### config.mk
export PLATFORM = sky130hd
export DESIGN_NAME = pi_uart_tx
export DESIGN_NICKNAME = d
export VERILOG_FILES = /design/src/rtl/pi_uart_tx.sv
export SDC_FILE = /design/constraint.sdc
export NUM_CORES = 1
export LEC_CHECK = 0
export CORE_UTILIZATION = 50
export DETAILED_ROUTE_END_ITERATION = 7
export GPL_TIMING_DRIVEN = 0
export HOLD_SLACK_MARGIN = 0.08
export PLACE_DENSITY = 0.74
export SETUP_SLACK_MARGIN = 0.4
export SLEW_MARGIN = 10
export SYNTH_ARGS = -nofsm -noshare
export SYNTH_HDL_FRONTEND = slang
export SYNTH_SLANG_ARGS = --single-unit
export TNS_END_PERCENT = 50
### constraint.sdc
create_clock -name clk -period 1.95 [get_ports clk]
set_clock_uncertainty 0.1 [all_clocks]
set_input_delay 0.585 -clock clk [delete_from_list [all_inputs] [get_ports clk]]
set_output_delay 0.585 -clock clk [all_outputs]
set_load 0.02 [all_outputs]
### src/rtl/pi_uart_tx.sv
// Byte-wide UART transmitter (FPGA -> Raspberry Pi): valid/ready byte input, one
// start bit, 8 data bits LSB first, optional parity, 1 or 2 stop bits on out_tx.
module pi_uart_tx #(
  parameter int unsigned CLK_HZ    = 50_000_000,
  parameter int unsigned BAUD      = 115200,
  parameter int unsigned PARITY    = 0,
  parameter int unsigned STOP_BITS = 1
) (
  input  logic       clk,
  input  logic       rst,
  input  logic       in_valid,
  input  logic [7:0] in_data,
  output logic       out_ready,
  output logic       out_busy,
  output logic       out_tx
);

  localparam int unsigned DIV      = (CLK_HZ + BAUD / 2) / BAUD;
  localparam int unsigned CW       = (DIV > 1) ? $clog2(DIV) : 1;
  localparam int unsigned PMODE    = (PARITY == 1 || PARITY == 2) ? PARITY : 0;
  localparam bit          TWO_STOP = (STOP_BITS == 2);

  typedef enum logic [2:0] {IDLE, START, DATA, PAR, STOP} state_t;

  state_t        state;
  logic [CW-1:0] baud;
  logic [2:0]    bit_idx;
  logic          stop_idx;
  logic [7:0]    shreg;
  logic          baud_end;
  logic          par_bit;

  assign baud_end = (baud == CW'(DIV - 1));
  assign par_bit  = (^shreg) ^ (PMODE == 2);

  always_ff @(posedge clk) begin
    if (rst) begin
      state     <= IDLE;
      baud      <= '0;
      bit_idx   <= '0;
      stop_idx  <= 1'b0;
      shreg     <= '0;
      out_tx    <= 1'b1;
      out_ready <= 1'b1;
      out_busy  <= 1'b0;
    end else begin
      // Baud counter only runs inside a frame; it is already 0 on entry from IDLE.
      if (state != IDLE) begin
        if (baud_end) baud <= '0;
        else          baud <= baud + 1'b1;
      end
      case (state)
        IDLE: begin
          if (in_valid) begin
            shreg     <= in_data;
            state     <= START;
            out_tx    <= 1'b0;
            out_busy  <= 1'b1;
            out_ready <= 1'b0;
            baud      <= '0;
          end
        end
        START: begin
          if (baud_end) begin
            state   <= DATA;
            bit_idx <= '0;
            out_tx  <= shreg[0];
          end
        end
        DATA: begin
          if (baud_end) begin
            if (bit_idx == 3'd7) begin
              bit_idx <= '0;
              if (PMODE != 0) begin
                state  <= PAR;
                out_tx <= par_bit;
              end else begin
                state    <= STOP;
                stop_idx <= 1'b0;
                out_tx   <= 1'b1;
              end
            end else begin
              bit_idx <= bit_idx + 3'd1;
              out_tx  <= shreg[bit_idx + 3'd1];
            end
          end
        end
        PAR: begin
          if (baud_end) begin
            state    <= STOP;
            stop_idx <= 1'b0;
            out_tx   <= 1'b1;
          end
        end
        STOP: begin
          if (baud_end) begin
            if (!TWO_STOP || stop_idx) begin
              state     <= IDLE;
              out_busy  <= 1'b0;
              out_ready <= 1'b1;
            end else begin
              stop_idx <= 1'b1;
            end
          end
        end
        default: begin
          state     <= IDLE;
          out_tx    <= 1'b1;
          out_busy  <= 1'b0;
          out_ready <= 1'b1;
        end
      endcase
    end
  end

endmodule
## Yosys cells after proc, flatten, opt, wreduce, memory -nomap -nowiden

Index checks and enable logic that the tools add are counted.
W data, S select, Z words.

- Flip-flop bits (word level): 26
- Input bits: 11
- Output and inout port bits: 3
- Word-level logic and storage cells: 59

- Add/sub/neg operators: 2
- $lt $le $gt $ge: 1
- Eq/ne operators: 12
- Multiplexer cells: 26
- Bitwise logic cells: 2
- Reductions and logical operators: 9

Operators by type and width:

| cell | number |
|---|---|
| $mux W9 | 4 |
| $mux W3 | 8 |
| $pmux W3 S5 | 1 |
| $ne A2 B2 Y1 const B | 6 |
| $add A9 B1 Y9 const B | 1 |
| $eq A9 B9 Y1 const B | 1 |
| $mux W1 | 8 |
| $eq A3 B2 Y1 const B | 2 |
| $eq A3 B3 Y1 const B | 2 |
| $pmux W1 S3 | 2 |
| $pmux W3 S2 | 1 |
| $reduce_and A3 Y1 | 2 |
| $reduce_and A6 Y1 | 1 |
| $pmux W1 S5 | 1 |
| $reduce_and A5 Y1 | 1 |
| $lt A3 B4 Y1 const B | 1 |
| $add A3 B1 Y3 const B | 1 |
| $bmux W1 S3 | 1 |
| $eq A3 B1 Y1 const B | 1 |
| $logic_not A3 Y1 | 1 |
| $reduce_bool A3 Y1 | 1 |
| $reduce_or A3 Y1 | 1 |
| $not A1 Y1 | 2 |
| $reduce_and A2 Y1 | 1 |
| $reduce_bool A2 Y1 | 1 |

## Longest topological paths before layout

Gate-level depths: netlist (run 1).

- Depth in word-level cells: 6
- Depth in mapped cells: 7
- Mapped depth without buffers: 6

## Least setup slack after synthesis (run 1)

No wires, ideal clock.

- Kind: reg-to-reg
- From: register bit_idx[0]
- To: register out_tx
- Setup time: 0.095 ns
- Arrival time: 1.828 ns
- Required time: 1.755 ns
- Path slack: -0.073 ns
- Stages on the path, launching flop included: 8
- Buffers on the path: 1
- Period minus slack after synthesis: 2.023 ns
- Path through: dfxtp_1 ha_1 ha_1 buf_6 mux2i_1 mux4_2 a211o_1 o311ai_1

- Word-level cells in the longest chain between the ends: 6
- Elaborated cells between the ends (all ways): 7
- Those cells by class: 1 x add/sub; 1 x eq/ne; 5 x mux

Ends and longest elaborated chain:

| element | line | source |
|---|---|---|
| start: declaration | 27 | `logic [2:0] bit_idx;` |
| start signal: assignment | 83 | `bit_idx <= bit_idx + 3'd1;` |
| $add A3 B1 Y3 | 84 | `out_tx <= shreg[bit_idx + 3'd1];` |
| $bmux W1 S3 | 84 |  |
| $mux W1 (implied by the code) | 84 |  |
| $mux W1 * | 72 | `if (bit_idx == 3'd7) begin` |
| $mux W1 * | 71 | `if (baud_end) begin` |
| $pmux W1 S5 * | 52 | `case (state)` |
| end signal: assignment | 67 | `out_tx <= shreg[0];` |
| end signal: assignment | 76 | `out_tx <= par_bit;` |
| end signal: assignment | 84 |  |
| end: declaration | 15 | `output logic out_tx` |

Every way passes the cells marked *; elsewhere a longest branch is shown, timed or not. The select of a mux whose other input is x is not followed.
A chain may end at the register's enable or synchronous reset.

## Worst setup path in the final report (run 1)

Ends and elaborated chain as after synthesis.

==> results.py, run 1 <==
metrics = {
    "logic_synthesis": {
        "avgSynthCellArea_um2": 8.99,
        "ys.warnings.count": 0,
        "ys_ff_latch": 26,
        "synth.cell_area_um2": 1380,
        "synth_nets": 168,
        "synth_edf_count": 0,
        "synthDistinctLibCells": 46,
        "ys_async_sr_fraction_pct": 0,
        "synth-main-ff-cell": "dfxtp_1",
        "syn_inst": 153,
        "seq_area_frac_synth_pct": 37.9,
    },
    "routing": {
        "vias": 1340,
        "postRouteAntennaNets": 0,
        "wl_met1_mm": 1.67,
        "vias_per_cell": 6.26,
        "top_layer": "met4",
        "wl_met2_mm": 2.01,
        "routedWlPerCell_um": 18.1,
        "firstDrtPassIters": 4,
        "drc_errors": 0,
        "drt_iter0_markers": 66,
        "wl_met3_um": 157,
        "finalWirelength_mm": 3.88,
    },
    "setup_path": {
        "crit_arrival_ps": 2180,
        "cp-start-kind": "flop",
        "required_ps": 2100,
        "reg2reg_depth": 7,
        "endpoint_kind": "flop",
        "cp_max_fo": 5,
        "r2r-end": "out_tx$_SDFFE_PP1P_",
        "rrSetupSlack_ps": -80,
        "path_class": "reg2reg",
        "r2r-start": "bit_idx[0]$_SDFFE_PP0P_",
    },
    "die": {
        "die_x_um": 54.4,
        "row_count": 18,
        "initial_core_util_pct": 54.0,
        "io_pins": 14,
        "dieHeight_um": 54.4,
        "die_area_um2": 2960,
        "placeableCoreArea_um2": 2540,
    },
    "power": {
        "powerDensity_nw_per_um2": 609,
        "p_seq_share_pct": 48.6,
        "p_total_w": 0.00117,
        "clkPwrFrac_pct": 32.9,
        "p_leak_nw": 0.626,
        "switching_power_w": 0.000305,
        "peakVddDrop_mv": 0.687,
        "power_frac_comb_pct": 18.5,
        "swShare_pct": 26.2,
        "p_int_w": 0.000861,
    },
    "global_routing": {
        "grt_overflow_total": 0,
        "grt_max_degree": 16,
        "grt_pass1_vias": 1154,
        "antenna_found_initial": 0,
        "grt_pass1_wl_mm": 5.27,
        "grt.total_usage_pct": 24.8,
    },
    "clocking": {
        "numCtsBuffers": 3,
        "ctsLongestPathBuffers": 2,
        "htree_levels": 1,
        "root_buffer": "clkbuf_4",
        "tritoncts": "yes",
        "clk_latency_ps": 330,
        "ctsHoldBuffers": 0,
        "clk_pin_slew_ps": 150,
        "cts_sinks": 26,
    },
    "place": {
        "pre_cts_slack_ps": -138,
        "place_area_um2": 1570,
        "dp_hpwl_mm": 2.16,
        "portBuffers": 12,
        "placed_cells": 195,
        "gp_congestion": 0.793,
    },
    "layout": {
        "drive_gt1_share_pct": 40.8,
        "stdcell_area_um2": 1910,
        "regArea_um2": 538,
        "finish.net_count": 200,
        "fill_cells": 164,
        "areaGrowthSynthToFinish_pct": 39.2,
        "fin_cells": 214,
        "multi_input_area_um2": 981,
        "antenna_cells": 0,
    },
    "status": {
        "failed_checks": "negative setup slack",
        "status": "finished, violations left",
    },
    "sta": {
        "min_period_ps": 2030,
        "fin_crit_sh_pct": 104,
        "maxSlewHeadroom_pct": 55.3,
        "setup_violations": 1,
        "timing_hold_violations_final": 0,
        "final-max-slew-violation-count": 0,
        "layout_setup_ws_ps": -82.8,
        "rsz0062_at_grt": "true",
        "max_clock_freq_ghz": 0.492,
        "worstMarginPinSlew_ps": 670,
    },
    "hold_path": {
        "worst_hold_path.num_cells": 2,
        "hold_path.class": "reg2reg",
        "holdPathEnd": "shreg[5]$_SDFFE_PP0P_",
        "hp-start": "shreg[5]$_SDFFE_PP0P_",
    },
    "run": {
        "max_cap_violations": 0,
    },
}
## cell type report
cell class / instances / share of cell area, %
buffer: 7 / 2.61
sequential: 26 / 28.1
clock buffer: 3 / 1.18
inverter: 5 / 0.980
clock inverter: 1 / 1.57
multi-input combinational: 116 / 51.2
tap: 30 / 1.96
timing repair buffer: 26 / 12.4
## worst max path at each step
stage                                 start                  end  slack, ps
floorplan           bit_idx[0]$_SDFFE_PP0P_  out_tx$_SDFFE_PP1P_         50
global placement                   in_valid   baud[2]$_SDFF_PP0_       -120
detailed placement                 in_valid   baud[2]$_SDFF_PP0_       -140
CTS                 bit_idx[0]$_SDFFE_PP0P_  out_tx$_SDFFE_PP1P_        -60
global route        bit_idx[0]$_SDFFE_PP0P_  out_tx$_SDFFE_PP1P_       -180
finish              bit_idx[0]$_SDFFE_PP0P_  out_tx$_SDFFE_PP1P_        -80
## cell usage in the layout, fill, tap and decap left out, drive strengths merged, types with 5 or more instances in the layout
cell type / count
a21oi: 20
a311oi: 5
buf: 21
clkbuf: 5
clkdlybuf4s50: 8
dfxtp: 26
inv: 5
mux2i: 6
nand2: 24
nor2: 10
o21ai: 9
## per-layer routing
| layer | track usage [%] | vias up |
|---|---|---|
| li1 | - | 628 |
| met1 | 34.4 | 666 |
| met2 | 39.4 | 40 |
| met3 | 3.06 | 6 |
| met4 | 8.12 | 0 |
| met5 | 0 | - |
## critical path, cell delays in order, from the launching register on
cell,delay (ps)
dfxtp_4,390
ha_4,160
ha_4,230
buf_6,130
mux2i_1,130
mux4_2,470
a211o_1,280
o311ai_2,80
## metrics by stage
step                      setup TNS [ps]  hold slack (ps)  utilization [%]
after floorplan                        0              336                -
after global routing                -175              388             75.2
after CTS                          -62.7              373             69.5
final                              -82.8              371             75.2
after global placement              -150              343             61.6
after detailed placement            -211              353             61.6
## state kept, by name, summed over array words and instances, names as in the netlist
signal and flops:
baud 9, bit_idx 3, out_busy 1, out_ready 1
out_tx 1, shreg 8, state 3
## power groups by stage
stage                     registers, W  clock network (W)   logic, W
after global routing          0.000568           0.000406   0.000231
final                         0.000567           0.000384   0.000216
after global placement        0.000576                  0   0.000150
after CTS                     0.000563           0.000380   0.000178
after floorplan               0.000582                  0  0.0000926
after detailed placement      0.000577                  0   0.000154
## synth_stat cells (all sizes together), types with 2 or more instances
cell type / count / area, um^2
dfxtp: 26 / 521
nand2: 24 / 90.1
a21oi: 19 / 106
nor2: 10 / 45.0
o21ai: 9 / 48.8
mux2i: 6 / 60.1
a311oi: 5 / 43.8
buf: 5 / 30.0
inv: 5 / 18.8
ha: 4 / 50.1
nand3: 4 / 20.0
a211oi: 3 / 27.5
a41oi: 3 / 26.3
clkbuf: 2 / 7.51
nand2b: 2 / 12.5
nand4b: 2 / 17.5
nor3: 2 / 15.0
nor4: 2 / 27.5
xnor2: 2 / 17.5
## cell families after synthesis
| kind of cell | Yosys count | synth area share (%) |
|---|---|---|
| AND/OR/NAND/NOR | 56 | 23.8 |
| buffers and inverters | 12 | 4.09 |
| multiplexers | 7 | 6.01 |
| flip-flops | 26 | 37.9 |
| XOR/XNOR | 2 | 1.27 |
| AO/OA/AOI/OAI | 46 | 23.3 |
| adder cells (fa/ha/maj) | 4 | 3.64 |
## timing repair
| item | in CTS | in global routing |
|---|---|---|
| resized for setup | 31 | 34 |
| setup buffers | 9 | 4 |
| endpoints found under the setup margin | 24 | 24 |
| pin swaps | 10 | 25 |
| cloned | 1 | 1 |
Power figures use the tool's default switching activity.
==> inputs of run 2 (changes only) <==
Settings changed: CAP_MARGIN from default to 20, GPL_TIMING_DRIVEN 0 to 1.
==> run 2 against run 1 <==
Combinational power shrank 8%. Die area unchanged. The run now ends clean. Core utilization fell by 1.3 points. Critical endpoint unchanged. Highest routed layer unchanged. Critical path type unchanged. Largest cell class unchanged. Register-to-register slack better by 90 ps.
==> results.py, run 2 (same netlist as run 1, synthesis figures left out) <==
metrics = {
    "status": {
        "status": "finished clean",
    },
    "sta": {
        "fin_crit_sh_pct": 99.7,
        "worstMarginPinSlew_ps": 399,
        "maxSlewHeadroom_pct": 73.1,
        "final-max-slew-violation-count": 0,
        "setup_violations": 0,
        "whs_ps": 371,
        "max_clock_freq_ghz": 0.514,
        "min_period_ps": 1940,
        "timing_hold_violations_final": 0,
        "rsz0062_at_grt": "true",
        "tns_ps": 0,
    },
    "routing": {
        "drt_iter0_markers": 47,
        "finalWirelength_mm": 3.53,
        "vias": 1307,
        "firstDrtPassIters": 4,
        "postRouteAntennaNets": 0,
        "routedWlPerCell_um": 16.8,
        "vias_per_cell": 6.22,
        "drc_errors": 0,
    },
    "power": {
        "swShare_pct": 25.6,
        "switching_power_w": 0.000294,
        "p_int_w": 0.000853,
        "clkPwrFrac_pct": 33.0,
        "peakVddDrop_mv": 0.548,
        "powerDensity_nw_per_um2": 609,
        "p_leak_nw": 0.593,
        "power_frac_comb_pct": 17.4,
        "p_seq_share_pct": 49.7,
        "p_total_w": 0.00115,
    },
    "layout": {
        "antenna_cells": 0,
        "largest_reg_flops": 9,
        "reg.largest.list": "baud (9), shreg (8)",
        "mostFrequentLayoutCells": "22 x nand2_1, 15 x a21oi_1, 14 x buf_4",
        "finish.net_count": 196,
        "fin_cells": 210,
        "final_common_cell": "nand2_1",
        "fin_util_pct": 73.9,
        "drive_gt1_share_pct": 40.6,
        "regMostFlops": "baud",
        "areaGrowthSynthToFinish_pct": 36.9,
    },
    "die": {
        "row_count": 18,
        "io_pins": 14,
        "placeableCoreArea_um2": 2540,
        "die_area_um2": 2960,
        "die_x_um": 54.4,
        "dieHeight_um": 54.4,
        "initial_core_util_pct": 54.0,
    },
    "setup_path": {
        "path_class": "reg2reg",
        "path_delay_family": "multiplexers",
        "endpoint_kind": "flop",
        "cp_max_fo": 5,
        "r2r-start": "bit_idx[0]$_SDFFE_PP0P_",
        "crit_chain": "ha_4 > ha_4 > mux2i_1 > mux4_2 > a211o_1 > o311ai_1",
        "cp-start-kind": "flop",
        "required_ps": 2100,
        "crit_arrival_ps": 2100,
        "crit_path_start": "bit_idx[0]$_SDFFE_PP0P_",
        "cp_num_buf_inv": 0,
        "slowest_stage": "mux4_2",
        "cpMostUsedCell": "ha_4",
        "cpPeakStageDelay_ps": 460,
    },
    "clocking": {
        "clk_latency_ps": 330,
        "clk_pin_slew_ps": 140,
        "numCtsBuffers": 3,
        "htree_levels": 1,
        "ctsLongestPathBuffers": 2,
        "tritoncts": "yes",
        "root_buffer": "clkbuf_4",
        "cts_sinks": 26,
    },
    "place": {
        "placed_cells": 195,
        "gp_congestion": 0.850,
        "dp_hpwl_mm": 2.34,
        "portBuffers": 13,
    },
    "hold_path": {
        "hp-start": "shreg[7]$_SDFFE_PP0P_",
        "hold_path.class": "reg2reg",
    },
    "global_routing": {
        "antenna_found_initial": 0,
        "grt_max_degree": 16,
        "grt_overflow_total": 0,
        "grt_pass1_wl_mm": 5.42,
        "grt.total_usage_pct": 25.5,
        "grt_pass1_vias": 1183,
    },
    "run": {
        "max_cap_violations": 0,
    },
}
-- run 2: cell types whose count changed in the layout (fill, tap and decap cells not counted), sizes merged --
cell	previous run	this run
clkdlybuf4s50	8	10
buf	21	18
clkdlybuf4s15	1	0
dlygate4sd2	1	0
clkbuf	5	4
-- run 2: worst min-delay path: stages (launching register included) --
cell and delay, ps:
dfxtp_1 340, nand2_1 50, a21oi_1 50
-- run 2: what timing repair did --
action,4_1_cts,5_1_grt
setup endpoints to repair,19,19
gates resized for setup,19,41
gates cloned,1,0
setup buffers,7,3
hold buffers,0,0
pin swaps,3,16
-- run 2: stage by stage --
| step | cell area, um^2 | worst slack, ps |
|---|---|---|
| floorplan | 1410 | 45.6 |
| global placement | 1590 | 93.7 |
| detailed placement | 1590 | 25.0 |
| CTS | 1730 | 33.4 |
| global route | 1880 | -30.2 |
| finish | 1880 | 5.72 |
-- run 2: layer usage --
metal / routed length [um] / GRT usage, %
met5: 0 / 0
met3: 134 / 2.50
met2: 1650 / 39.6
met1: 1690 / 36.2
met4: 46 / 8.97
-- run 2: power by group through the flow --
stage	registers (W)	clock network [W]	logic (W)
6_report	0.000570	0.000378	0.000199
5_1_grt	0.000572	0.000401	0.000214
4_1_cts	0.000571	0.000385	0.000171
3_5_place_dp	0.000583	0	0.000159
3_3_place_gp	0.000583	0	0.000153
2_1_floorplan	0.000582	0	0.0000926
-- run 2: area by class of cell --
class / count / area [um^2]
Clock buffer: 3 / 22.5
Timing Repair Buffer: 29 / 255
Inverter: 5 / 18.8
Tap cell: 30 / 37.5
Sequential cell: 26 / 547
Multi-Input combinational cell: 116 / 971
Fill cell: 155 / 663
Clock inverter: 1 / 30.0
-- run 2: path summary, 6_finish.rpt --
kind,to,slack [ps],cells past startpoint
hold reg to reg,shreg[7]$_SDFFE_PP0P_,370,2
hold / removal,shreg[7]$_SDFFE_PP0P_,370,2
setup / recovery,out_tx$_SDFFE_PP1P_,6,6
setup reg to reg,out_tx$_SDFFE_PP1P_,6,6
